<file path="src/rtl/wave_generator.sv">
// rtl/wave_generator.sv - triangle/saw/square sample generator driving an R2R ladder and a PWM output
// Waveform parameters are latched per period so mid-period input changes never distort a cycle.
module wave_generator #(
  parameter int WIDTH     = 8,
  parameter int DIV_WIDTH = 24
) (
  input  logic                 clk,
  input  logic                 reset,
  input  logic                 enable,
  input  logic [1:0]           mode,
  input  logic [DIV_WIDTH-1:0] divider,
  input  logic [WIDTH-1:0]     step,
  output logic [WIDTH-1:0]     r2r_out,
  output logic                 pwm_out,
  output logic                 cycle_start
);

  typedef enum logic [1:0] {
    TRIANGLE = 2'b00,
    SAW_UP   = 2'b01,
    SAW_DOWN = 2'b10,
    SQUARE   = 2'b11
  } mode_e;

  localparam logic [WIDTH-1:0] MAX = {WIDTH{1'b1}};

  logic [DIV_WIDTH-1:0] r_tick_cnt;
  logic [WIDTH-1:0]     r_pwm_cnt;
  logic [WIDTH-1:0]     r_ramp;
  logic [WIDTH-1:0]     r_step_q;
  logic [WIDTH-1:0]     r_r2r;
  logic                 r_pwm;
  logic                 r_cycle_start;
  logic                 r_dir;
  mode_e                r_mode_q;

  mode_e                w_mode_in;
  logic [WIDTH-1:0]     w_step_in;
  logic                 w_dir_load;
  logic                 w_tick;
  logic [WIDTH:0]       w_ramp_x;
  logic [WIDTH:0]       w_step_x;
  logic [WIDTH:0]       w_headroom;
  logic [WIDTH-1:0]     w_ramp_add;
  logic [WIDTH-1:0]     w_ramp_sub;
  logic [WIDTH-1:0]     w_ramp_nxt;
  logic [WIDTH-1:0]     w_sample_nxt;
  logic                 w_dir_nxt;
  logic                 w_wrap;

  assign w_mode_in  = mode_e'(mode);
  assign w_step_in  = (step == '0) ? WIDTH'(1) : step;
  assign w_dir_load = (w_mode_in != SAW_DOWN);
  assign w_tick     = (r_tick_cnt >= divider);

  // Bounds are compared one bit wider; the narrow add/sub is only selected when it cannot wrap.
  assign w_ramp_x   = {1'b0, r_ramp};
  assign w_step_x   = {1'b0, r_step_q};
  assign w_headroom = {1'b0, MAX} - w_step_x;
  assign w_ramp_add = r_ramp + r_step_q;
  assign w_ramp_sub = r_ramp - r_step_q;

  always_comb begin
    w_ramp_nxt = r_ramp;
    w_dir_nxt  = r_dir;
    w_wrap     = 1'b0;
    case (r_mode_q)
      TRIANGLE: begin
        if (r_dir) begin
          if (w_ramp_x >= w_headroom) begin
            w_ramp_nxt = MAX;
            w_dir_nxt  = 1'b0;
          end else begin
            w_ramp_nxt = w_ramp_add;
          end
        end else begin
          if (r_ramp <= r_step_q) begin
            w_ramp_nxt = '0;
            w_dir_nxt  = 1'b1;
            w_wrap     = 1'b1;
          end else begin
            w_ramp_nxt = w_ramp_sub;
          end
        end
      end
      SAW_DOWN: begin
        w_dir_nxt = 1'b0;
        if (r_ramp < r_step_q) begin
          w_ramp_nxt = MAX;
          w_wrap     = 1'b1;
        end else begin
          w_ramp_nxt = w_ramp_sub;
        end
      end
      default: begin
        w_dir_nxt = 1'b1;
        if (w_ramp_x > w_headroom) begin
          w_ramp_nxt = '0;
          w_wrap     = 1'b1;
        end else begin
          w_ramp_nxt = w_ramp_add;
        end
      end
    endcase
    w_sample_nxt = (r_mode_q == SQUARE) ? {WIDTH{w_ramp_nxt[WIDTH-1]}} : w_ramp_nxt;
  end

  always_ff @(posedge clk) begin
    if (reset) begin
      r_tick_cnt    <= '0;
      r_pwm_cnt     <= '0;
      r_ramp        <= '0;
      r_r2r         <= '0;
      r_pwm         <= 1'b0;
      r_cycle_start <= 1'b0;
      r_dir         <= 1'b1;
      r_mode_q      <= w_mode_in;
      r_step_q      <= w_step_in;
    end else if (!enable) begin
      r_tick_cnt    <= '0;
      r_pwm_cnt     <= '0;
      r_ramp        <= '0;
      r_r2r         <= '0;
      r_pwm         <= 1'b0;
      r_cycle_start <= 1'b0;
      r_dir         <= w_dir_load;
      r_mode_q      <= w_mode_in;
      r_step_q      <= w_step_in;
    end else begin
      r_pwm_cnt     <= r_pwm_cnt + WIDTH'(1);
      r_pwm         <= (r_pwm_cnt < r_r2r);
      r_cycle_start <= 1'b0;
      if (w_tick) begin
        r_tick_cnt    <= '0;
        r_ramp        <= w_ramp_nxt;
        r_dir         <= w_dir_nxt;
        r_r2r         <= w_sample_nxt;
        r_cycle_start <= w_wrap;
        // Period boundary: pick up new mode/step; ramp carries over into the new shape.
        if (w_wrap) begin
          r_mode_q <= w_mode_in;
          r_step_q <= w_step_in;
          r_dir    <= w_dir_load;
        end
      end else begin
        r_tick_cnt <= r_tick_cnt + DIV_WIDTH'(1);
      end
    end
  end

  assign r2r_out     = r_r2r;
  assign pwm_out     = r_pwm;
  assign cycle_start = r_cycle_start;

endmodule
</file>
<file path="config.mk">
export PLATFORM = sky130hd
export DESIGN_NAME = wave_generator
export DESIGN_NICKNAME = d
export VERILOG_FILES = /design/src/rtl/wave_generator.sv
export SDC_FILE = /design/constraint.sdc
export NUM_CORES = 1
export LEC_CHECK = 0
export BUFFER_PORTS_ARGS = -buffer_cell sky130_fd_sc_hd__buf_2
export CORE_MARGIN = 2
export CORE_UTILIZATION = 53
export CTS_BUF_LIST = sky130_fd_sc_hd__clkbuf_2
export DETAILED_ROUTE_END_ITERATION = 12
export HOLD_SLACK_MARGIN = 0.06
export PLACE_DENSITY = 0.83
export SYNTH_ARGS = -nofsm -noshare
export SYNTH_HDL_FRONTEND = slang
export SYNTH_SLANG_ARGS = --single-unit
export TNS_END_PERCENT = 5
</file>
<file path="constraint.sdc">
create_clock -name clk -period 3.13 [get_ports clk]
set_input_delay 0.313 -clock clk [delete_from_list [all_inputs] [get_ports clk]]
set_output_delay 0.313 -clock clk [all_outputs]
set_load 0.02 [all_outputs]
</file>
**Word level (Yosys, flattened, before mapping)**

Index checks and enable logic that the tools add are counted.

- Add/subtract/negate cells: 5
- $lt $le $gt $ge: 6
- Equality and inequality tests: 6
- Multiplexer cells: 27
- Bitwise gates (word level): 2
- Reductions and logical operators: 6

Operators with widths:

| cell | count |
|---|---|
| $mux 8 | 10 |
| $add 24x1->24 const B | 1 |
| $ge 24x24->1 | 1 |
| $lt 8x8->1 | 2 |
| $pmux 8 s2 | 1 |
| $ge 8x9->1 | 1 |
| $gt 8x9->1 | 1 |
| $mux 1 | 9 |
| $sub 8x8->9 const A | 1 |
| $add 8x1->8 const B | 1 |
| $add 8x8->8 | 1 |
| $le 8x8->1 | 1 |
| $logic_not 8->1 | 1 |
| $mux 2 | 4 |
| $sub 8x8->8 | 1 |
| $mux 7 | 1 |
| $ne 3x2->1 const B | 2 |
| $reduce_or 3->1 | 2 |
| $eq 2x2->1 const B | 2 |
| $pmux 1 s2 | 2 |
| $logic_not 2->1 | 1 |
| $ne 2x1->1 const B | 1 |
| $ne 2x2->1 const B | 1 |
| $not 1->1 | 2 |
| 2 further kinds | 2 |

- Bits in registers: 61
- Input port bits: 37
- Output and inout port bits: 10

**Depth between registers and ports, before layout**

Gate-level depths: netlist of run 1.

- Depth in word-level cells: 8
- Depth in mapped cells: 11
- Depth with buffers taken out: 11

**Worst setup path after synthesis of run 1**

No wires, ideal clock.

- Path type: register -> register
- From: register r_ramp[0]
- To: register r_mode_q[0], enable pin
- Library setup time: 391 ps
- Arrival time: 2918 ps
- Required time: 2739 ps
- Setup slack: -179 ps
- Cell stages (with the launch flop): 11
- Path through: dfxtp_1 > inv_1 > ha_1 > inv_1 > fa_1 > a21o_1 > a21o_1 > a211oi_1 > a211o_1 > nand2_1 > o21ai_0

- Word-level cells in the longest chain between the ends: 6

Ends and longest elaborated chain:

| what | RTL line | text |
|---|---|---|
| start: declaration | 29 | `logic [WIDTH-1:0] r_ramp;` |
| start signal: assignment | 135 | `r_ramp <= w_ramp_nxt;` |
| $le 8x8->1 | 77 | `if (r_ramp <= r_step_q) begin` |
| $mux 1 | 77 |  |
| $mux 1 | 69 | `if (r_dir) begin` |
| $pmux 1 s2 (*) | 67 | `case (r_mode_q)` |
| $ne 3x2->1 (no line) (*) | -- |  |
| $reduce_and 2->1 (no line) (*) | -- |  |
| end signal: assignment | 117 | `r_mode_q <= w_mode_in;` |
| end signal: assignment | 127 | `r_mode_q <= w_mode_in;` |
| end signal: assignment | 141 | `r_mode_q <= w_mode_in;` |
| end: declaration | 35 | `mode_e r_mode_q;` |

Mark *: on every way between the ends. The rest lies on a longest branch, timed or not.
A chain may end at the register's enable or synchronous reset.

**Worst setup path in the final report of run 1**

- From: register r_ramp[0]
- To: register r_r2r[2], in the netlist r2r_out[2]

- Word-level cells in the longest chain between the ends: 5

Ends and longest elaborated chain:

| what | RTL line | text |
|---|---|---|
| $sub 8x8->8, or another cell as far along | 61 | `assign w_ramp_sub = r_ramp - r_step_q;` |
| $mux 8 (on tied branches) | 77, 70 |  |
| $mux 8 | 69 |  |
| $pmux 8 s2 (*) | 67 |  |
| $mux 7 (*) | 105 | `w_sample_nxt = (r_mode_q == SQUARE) ? {WIDTH{w_ramp_nxt[WIDTH-1]}} : w_ramp_nxt;` |
| end signal: assignment | 137 | `r_r2r <= w_sample_nxt;` |
| end: declaration | 31 | `logic [WIDTH-1:0] r_r2r;` |

Marked as above.

==> results of run 1 <==
[path summary, 6_finish.rpt]
| kind | from | endpoint | slack, ns |
|---|---|---|---|
| hold reg to reg | r_pwm_cnt[0] | r_pwm_cnt[0] | 0.49 |
| hold / removal | enable | r_dir | 0.11 |
| setup / recovery | r_ramp[0] | r2r_out[2] | 0.16 |
| setup reg to reg | r_ramp[0] | r2r_out[2] | 0.16 |
[worst max-delay path, cell delays in order (launching register included)]
cell,delay [ns]
dfxtp_1,0.34
inv_1,0.10
ha_1,0.18
inv_1,0.05
fa_1,0.43
a21o_1,0.23
a21o_1,0.25
a2111o_1,0.53
and2_4,0.18
a21o_1,0.16
a221o_1,0.26
a22o_1,0.19
[area by class of cell]
type                            count  area (sq um)  area share
Clock inverter                      5          76.3      0.0158
Sequential cell                    60          1300       0.269
Clock buffer                       10          50.0      0.0103
Timing Repair Buffer               64           393      0.0812
Inverter                           53           199      0.0411
Multi-Input combinational cell    380          2690       0.556
Tap cell                          102           128      0.0264
[where the power goes]
part,switching [mW],internal (mW),leakage (nW)
sequential,0.0159,0.799,0.505
clock,0.293,0.262,0.0821
combinational,0.132,0.104,1.63
[metrics by stage]
| stage | hold WS (ns) | area [sq um] | utilization | setup TNS, ns | power [mW] |
|---|---|---|---|---|---|
| 2_1_floorplan | 0.412 | 4290 | - | 0 | 0.980 |
| 3_3_place_gp | 0.434 | 4600 | 0.592 | 0 | 1.04 |
| 3_5_place_dp | 0.449 | 4600 | 0.592 | 0 | 1.05 |
| 4_1_cts | 0.0940 | 4830 | 0.622 | 0 | 1.60 |
| 5_1_grt | 0.140 | 4840 | 0.623 | -0.00756 | 1.67 |
| 6_report | 0.110 | 4840 | 0.623 | 0 | 1.61 |
[what timing repair did]
action | in CTS | in global routing
endpoints found under the setup margin | 0 | 4
hold endpoints to repair | 11 | 0
gates resized for setup | 0 | 2
hold buffers | 11 | 0
[metal layers]
| metal | global-route usage | up-vias | share of wire |
|---|---|---|---|
| met5 | 0 | - | 0 |
| met4 | 0.105 | 0 | 0.029 |
| met3 | 0.0465 | 26 | 0.055 |
| met2 | 0.418 | 118 | 0.47 |
| met1 | 0.319 | 1849 | 0.45 |
| li1 | - | 1933 | - |
[registers in the layout, summed over array words and instances, names as in the netlist, 2 cells and up]
| register | cells |
|---|---|
| r2r_out | 7 |
| r_mode_q | 2 |
| r_pwm_cnt | 8 |
| r_ramp | 8 |
| r_step_q | 8 |
| r_tick_cnt | 24 |
[cells in the final DEF (no fill, tap or decap), types with 18 or more instances in the layout]
cell type  netlist  final
a21oi_1         25     25
ha_1            50     49
xor2_1          23     23
inv_1           53     53
o21ai_0         26     25
dfxtp_1         50     50
buf_2            2     46
nand2_1         20     20
nand3_1         18     18
nor2_1          62     62
[logic make-up (layout without fill, tap and decap cells)]
family / Yosys count / count (layout) / synth area share
compound gates: 126 / 126 / 0.201
buf+inv: 77 / 132 / 0.0706
mux: 2 / 2 / 0.00467
xor+xnor: 35 / 35 / 0.0715
simple gates: 165 / 165 / 0.194
fa+ha+maj: 52 / 52 / 0.155
flops: 60 / 60 / 0.303
==> out/summary.txt, run 1 <==
Outcome - complete, no violations
Highest Clock Rate - 0.337 GHz
First-pass GRT wire length - 17600 um
Post-Synthesis Cells - 517
N_diodes - 0
Crit-path max FO - 6
Crit path capture type - flop
Yosys top cell by area - dfxtp_1
IO Port Bufs - 46
Final worst setup slack - 0.162 ns
Vias per cell - 5.82
IO Pins - 47
Critical Path RT - 3.55 ns
Synthesized flop and latch total - 60
Largest net degree at the start of global routing - 19
Root buffer cell - clkbuf_2
Hold Path Class - input pin to flop
Total gr overflow - 0
Number of library cell types mapped by synthesis - 57
Global-route usage over all layers - 0.251
Core Area - 7770 sq um
Critical Path Start Type - flop
CTS tree - yes
Share of the synthesized area in the top cell type - 0.233
Clock latency on the worst-skew pair - 0.51 ns
CTS H-tree depth - 3
Die Height - 94.0 um
Final Slew Violations - 0
Starting Density - 0.552
Post-synth ARST share - 0
Area Growth Syn to Fin - 12.8%
Count leader, synth - nor2_1
Post-Syn Nets - 606
Final Instance Count excl. Fillers - 674
Routed length per instance - 15.4 um
Worst Hold Depth - 3
R2R cell count - 11
RSZ-0062 raised after global routing - true
HPWL Detailed - 7980 um
Yosys warns - 0
Maximum VDD drop - 0.258 mV
Post-route ant nets - 0
DRT iter0 DRCs - 285
Initial antenna violation count - 0
Clk pin slew, worst setup/hold paths - 0.17 ns
Top cells by count, synth - nor2_1, inv_1, dfxtp_1, ha_1, o21ai_0
Kind of critical path - flop to flop
Post-synth EDFFs - 10
Main flop type after synthesis - dfxtp_1
Nets@finish - 657
Power per cell area - 332 nW/um^2
Synthesized cell area - 4290 sq um
Via count - 3926
Share of layout cells above drive strength 1 - 0.135
Sequential share of the synthesized area - 0.303
Site Rows - 32
Num Clock Sinks - 60
Setup Skew - 0.0237 ns
Post-Place Worst Slack - 0.198 ns
Fillcell total - 671
LEAKAGE - 2.22 nW
Setup violators final - 0
Drt pass-1 iters - 5
Total Wirelength - 10400 um
Slew HR - 0.470
Worst Tran Pin Value - 0.784 ns
DRC viols - 0
Longest Clk Path Bufs - 2
Die X - 94.0 um
Cell count after placement - 648
Final Hold Viols - 0
Final worst path period need - 2.97 ns
CTS buffer count - 9
Synth Area per Inst - 8.30 sq um
CP arrival - 3.39 ns
Die area - 8830 sq um
Number of global-route vias before repair - 3875
Setup Fix Bufs, Post-CTS - 0
Routability congestion estimate from global placement - 0.994
Max-cap violations - 0
Main area contributors after synthesis - dfxtp_1, ha_1, edfxtp_1
Period utilisation layout - 0.948
Power figures use the tool's default switching activity.
==> run 2: changes to the inputs <==
--- a/config.mk
+++ b/config.mk
@@ -5,6 +5,7 @@
 export SDC_FILE = /design/constraint.sdc
 export NUM_CORES = 1
 export LEC_CHECK = 0
+export ABC_AREA = 1
 export BUFFER_PORTS_ARGS = -buffer_cell sky130_fd_sc_hd__buf_2
 export CORE_MARGIN = 2
 export CORE_UTILIZATION = 53
==> run 2 against run 1 <==
Net effect: total power rose by 3.6%; via count rose by 12%; synthesized cell count rose by 33%; critical path type unchanged; critical endpoint is now r_step_q[3]; largest power group unchanged; highest routed layer unchanged.
==> out/summary.txt, run 2 <==
Final worst setup slack - 0.618 ns
Critical Path RT - 3.31 ns
Routability congestion estimate from global placement - 0.937
Clock latency on the worst-skew pair - 0.49 ns
Setup violators final - 0
Total Wirelength - 10900 um
HPWL Detailed - 8310 um
Power per cell area - 325 nW/um^2
N_diodes - 0
Outcome - complete, no violations
First-pass GRT wire length - 18200 um
Number of global-route vias before repair - 4295
Post-synth EDFFs - 10
Final Hold Viols - 0
Yosys warns - 0
Max-cap violations - 0
Mux cell area share after synthesis - 0
Main flop type after synthesis - dfxtp_1
Synth Area in Simple Gates - 0.352
Slew HR - 0.572
Synth Area in XOR/XNOR - 0.0383
Nets@finish - 829
Vias per cell - 5.17
Setup Fix Bufs, Post-CTS - 0
Post-Synthesis Cells - 686
Crit path from - r_ramp[0]
Crit-path max cell delay - 0.44 ns
Routed length per instance - 12.8 um
Post-synth ARST share - 0
Maximum VDD drop - 0.211 mV
Hold Path Class - input pin to flop
Most frequent CP cell - inv_1
CP arrival - 2.70 ns
Final Slew Violations - 0
CTS tree - yes
Clk pin slew, worst setup/hold paths - 0.17 ns
Biggest register - r_tick_cnt
Root buffer cell - clkbuf_2
Post-route ant nets - 0
Most frequent cells in the layout - nand2_1, inv_1, nor2_1
Crit-path max FO - 10
Worst Tran Pin Value - 0.640 ns
Kind of critical path - flop to flop
Post-Place Worst Slack - 0.711 ns
Post-cts sizing count - 0
Initial antenna violation count - 0
Largest net degree at the start of global routing - 27
Top cells by count, synth - nand2_1, inv_1, nor2_1
Synthesized flop and latch total - 60
Synth Area per Inst - 6.66 sq um
Launch point of the worst reg-to-reg path - r_ramp[0]
Critical path cell sequence - inv_1 -> ha_1 -> inv_1 -> fa_1 -> nand2_1 -> nand2_2 -> nand2_2 -> nand2_4 -> nor2_1 -> nand3b_1 -> inv_1 -> a21oi_1 -> buf_4
Sequential share of the synthesized area - 0.285
Fin util - 0.617
Hold Crit Start - step[0]
Synth Area in Adders - 0.146
RSZ-0062 raised after global routing - false
Main combinational cell family by area after synthesis - simple AND/OR/NAND/NOR gates
Setup Skew - 0.0367 ns
Share of layout cells above drive strength 1 - 0.140
Number of library cell types mapped by synthesis - 36
Cell family with most CP delay - simple AND/OR/NAND/NOR gates
Die Height - 96.9 um
Most common cell after layout, fill and taps aside - nand2_1
Longest Clk Path Bufs - 2
WP buf/inv - 4
Num Clock Sinks - 60
Main area contributors after synthesis - dfxtp_1, nand2_1, ha_1
Synthesized cell area - 4570 sq um
CTS buffer count - 9
CTS H-tree depth - 3
CP max-delay cell - fa_1
IO Pins - 47
Die X - 96.9 um
DRT iter0 DRCs - 287
Final worst path period need - 2.51 ns
Critical Path Start Type - flop
LEAKAGE - 2.69 nW
Hold buffers post-CTS - 10
Yosys top cell by area - dfxtp_1
Post-Syn Nets - 775
Count leader, synth - nand2_1
Core Area - 8300 sq um
Total gr overflow - 0
DRC viols - 0
Site Rows - 33
Max reg flops - 24
Synth Area in Compound Gates - 0.0646
Setup_tns - 0 ns
Drt pass-1 iters - 5
Global-route usage over all layers - 0.233
Crit path capture type - flop
Share of the synthesized area in the top cell type - 0.219
Via count - 4393
IO Port Bufs - 46
Die area - 9380 sq um
Tot Pwr - 1.66 mW
Highest Clock Rate - 0.398 GHz
Starting Density - 0.551
Area Growth Syn to Fin - 11.9%
Period utilisation layout - 0.803
[run 2: changes by cell type after synthesis, sizes merged, moves of 10 or more]
cell,before,now
inv,53,122
a21o,16,2
a211oi,10,0
nor2,62,82
nand3,18,37
clkbuf,20,10
nand2,20,212
nand2b,12,0
[run 2: routing by layer]
metal / global-route usage / part of all wire / up-vias
li1: - / - / 2238
met1: 0.267 / 0.42 / 1978
met2: 0.416 / 0.49 / 143
met3: 0.0419 / 0.047 / 34
met4: 0.111 / 0.037 / 0
met5: 0 / 0 / -
[run 2: worst paths after layout]
| check | to | slack (ns) | depth (start not counted) |
|---|---|---|---|
| min reg2reg | r2r_out[1] | 0.48 | 2 |
| max | r_step_q[3] | 0.62 | 13 |
| min | r_step_q[0] | 0.10 | 2 |
| max reg2reg | r_step_q[3] | 0.62 | 13 |
[run 2: cells by family (layout without fill, tap and decap cells)]
logic type	count (synthesis)	in the layout
compound gates	54	54
xor+xnor	20	20
fa+ha+maj	52	52
buf+inv	137	196
flops	60	60
simple gates	363	363
[run 2: area by class of cell]
cell class                      count  area (sq um)
Clock buffer                        9          45.0
Fill cell                         704          3180
Multi-Input combinational cell    489          2750
Sequential cell                    60          1300
Timing Repair Buffer               58           345
Tap cell                          105           131
Inverter                          122           458
Clock inverter                      7          91.3
[run 2: through the flow]
step	std cells	hold slack, ns	cell area, sq um
2_1_floorplan	686	0.405	4570
3_3_place_gp	824	0.437	4880
3_5_place_dp	824	0.454	4880
4_1_cts	850	0.0725	5120
5_1_grt	850	0.0833	5120
6_report	850	0.101	5120
[run 2: report_power, final]
group | switching (mW) | internal [mW]
Sequential | 0.0166 | 0.802
Clock | 0.305 | 0.261
Combinational | 0.174 | 0.104
Total | 0.496 | 1.17
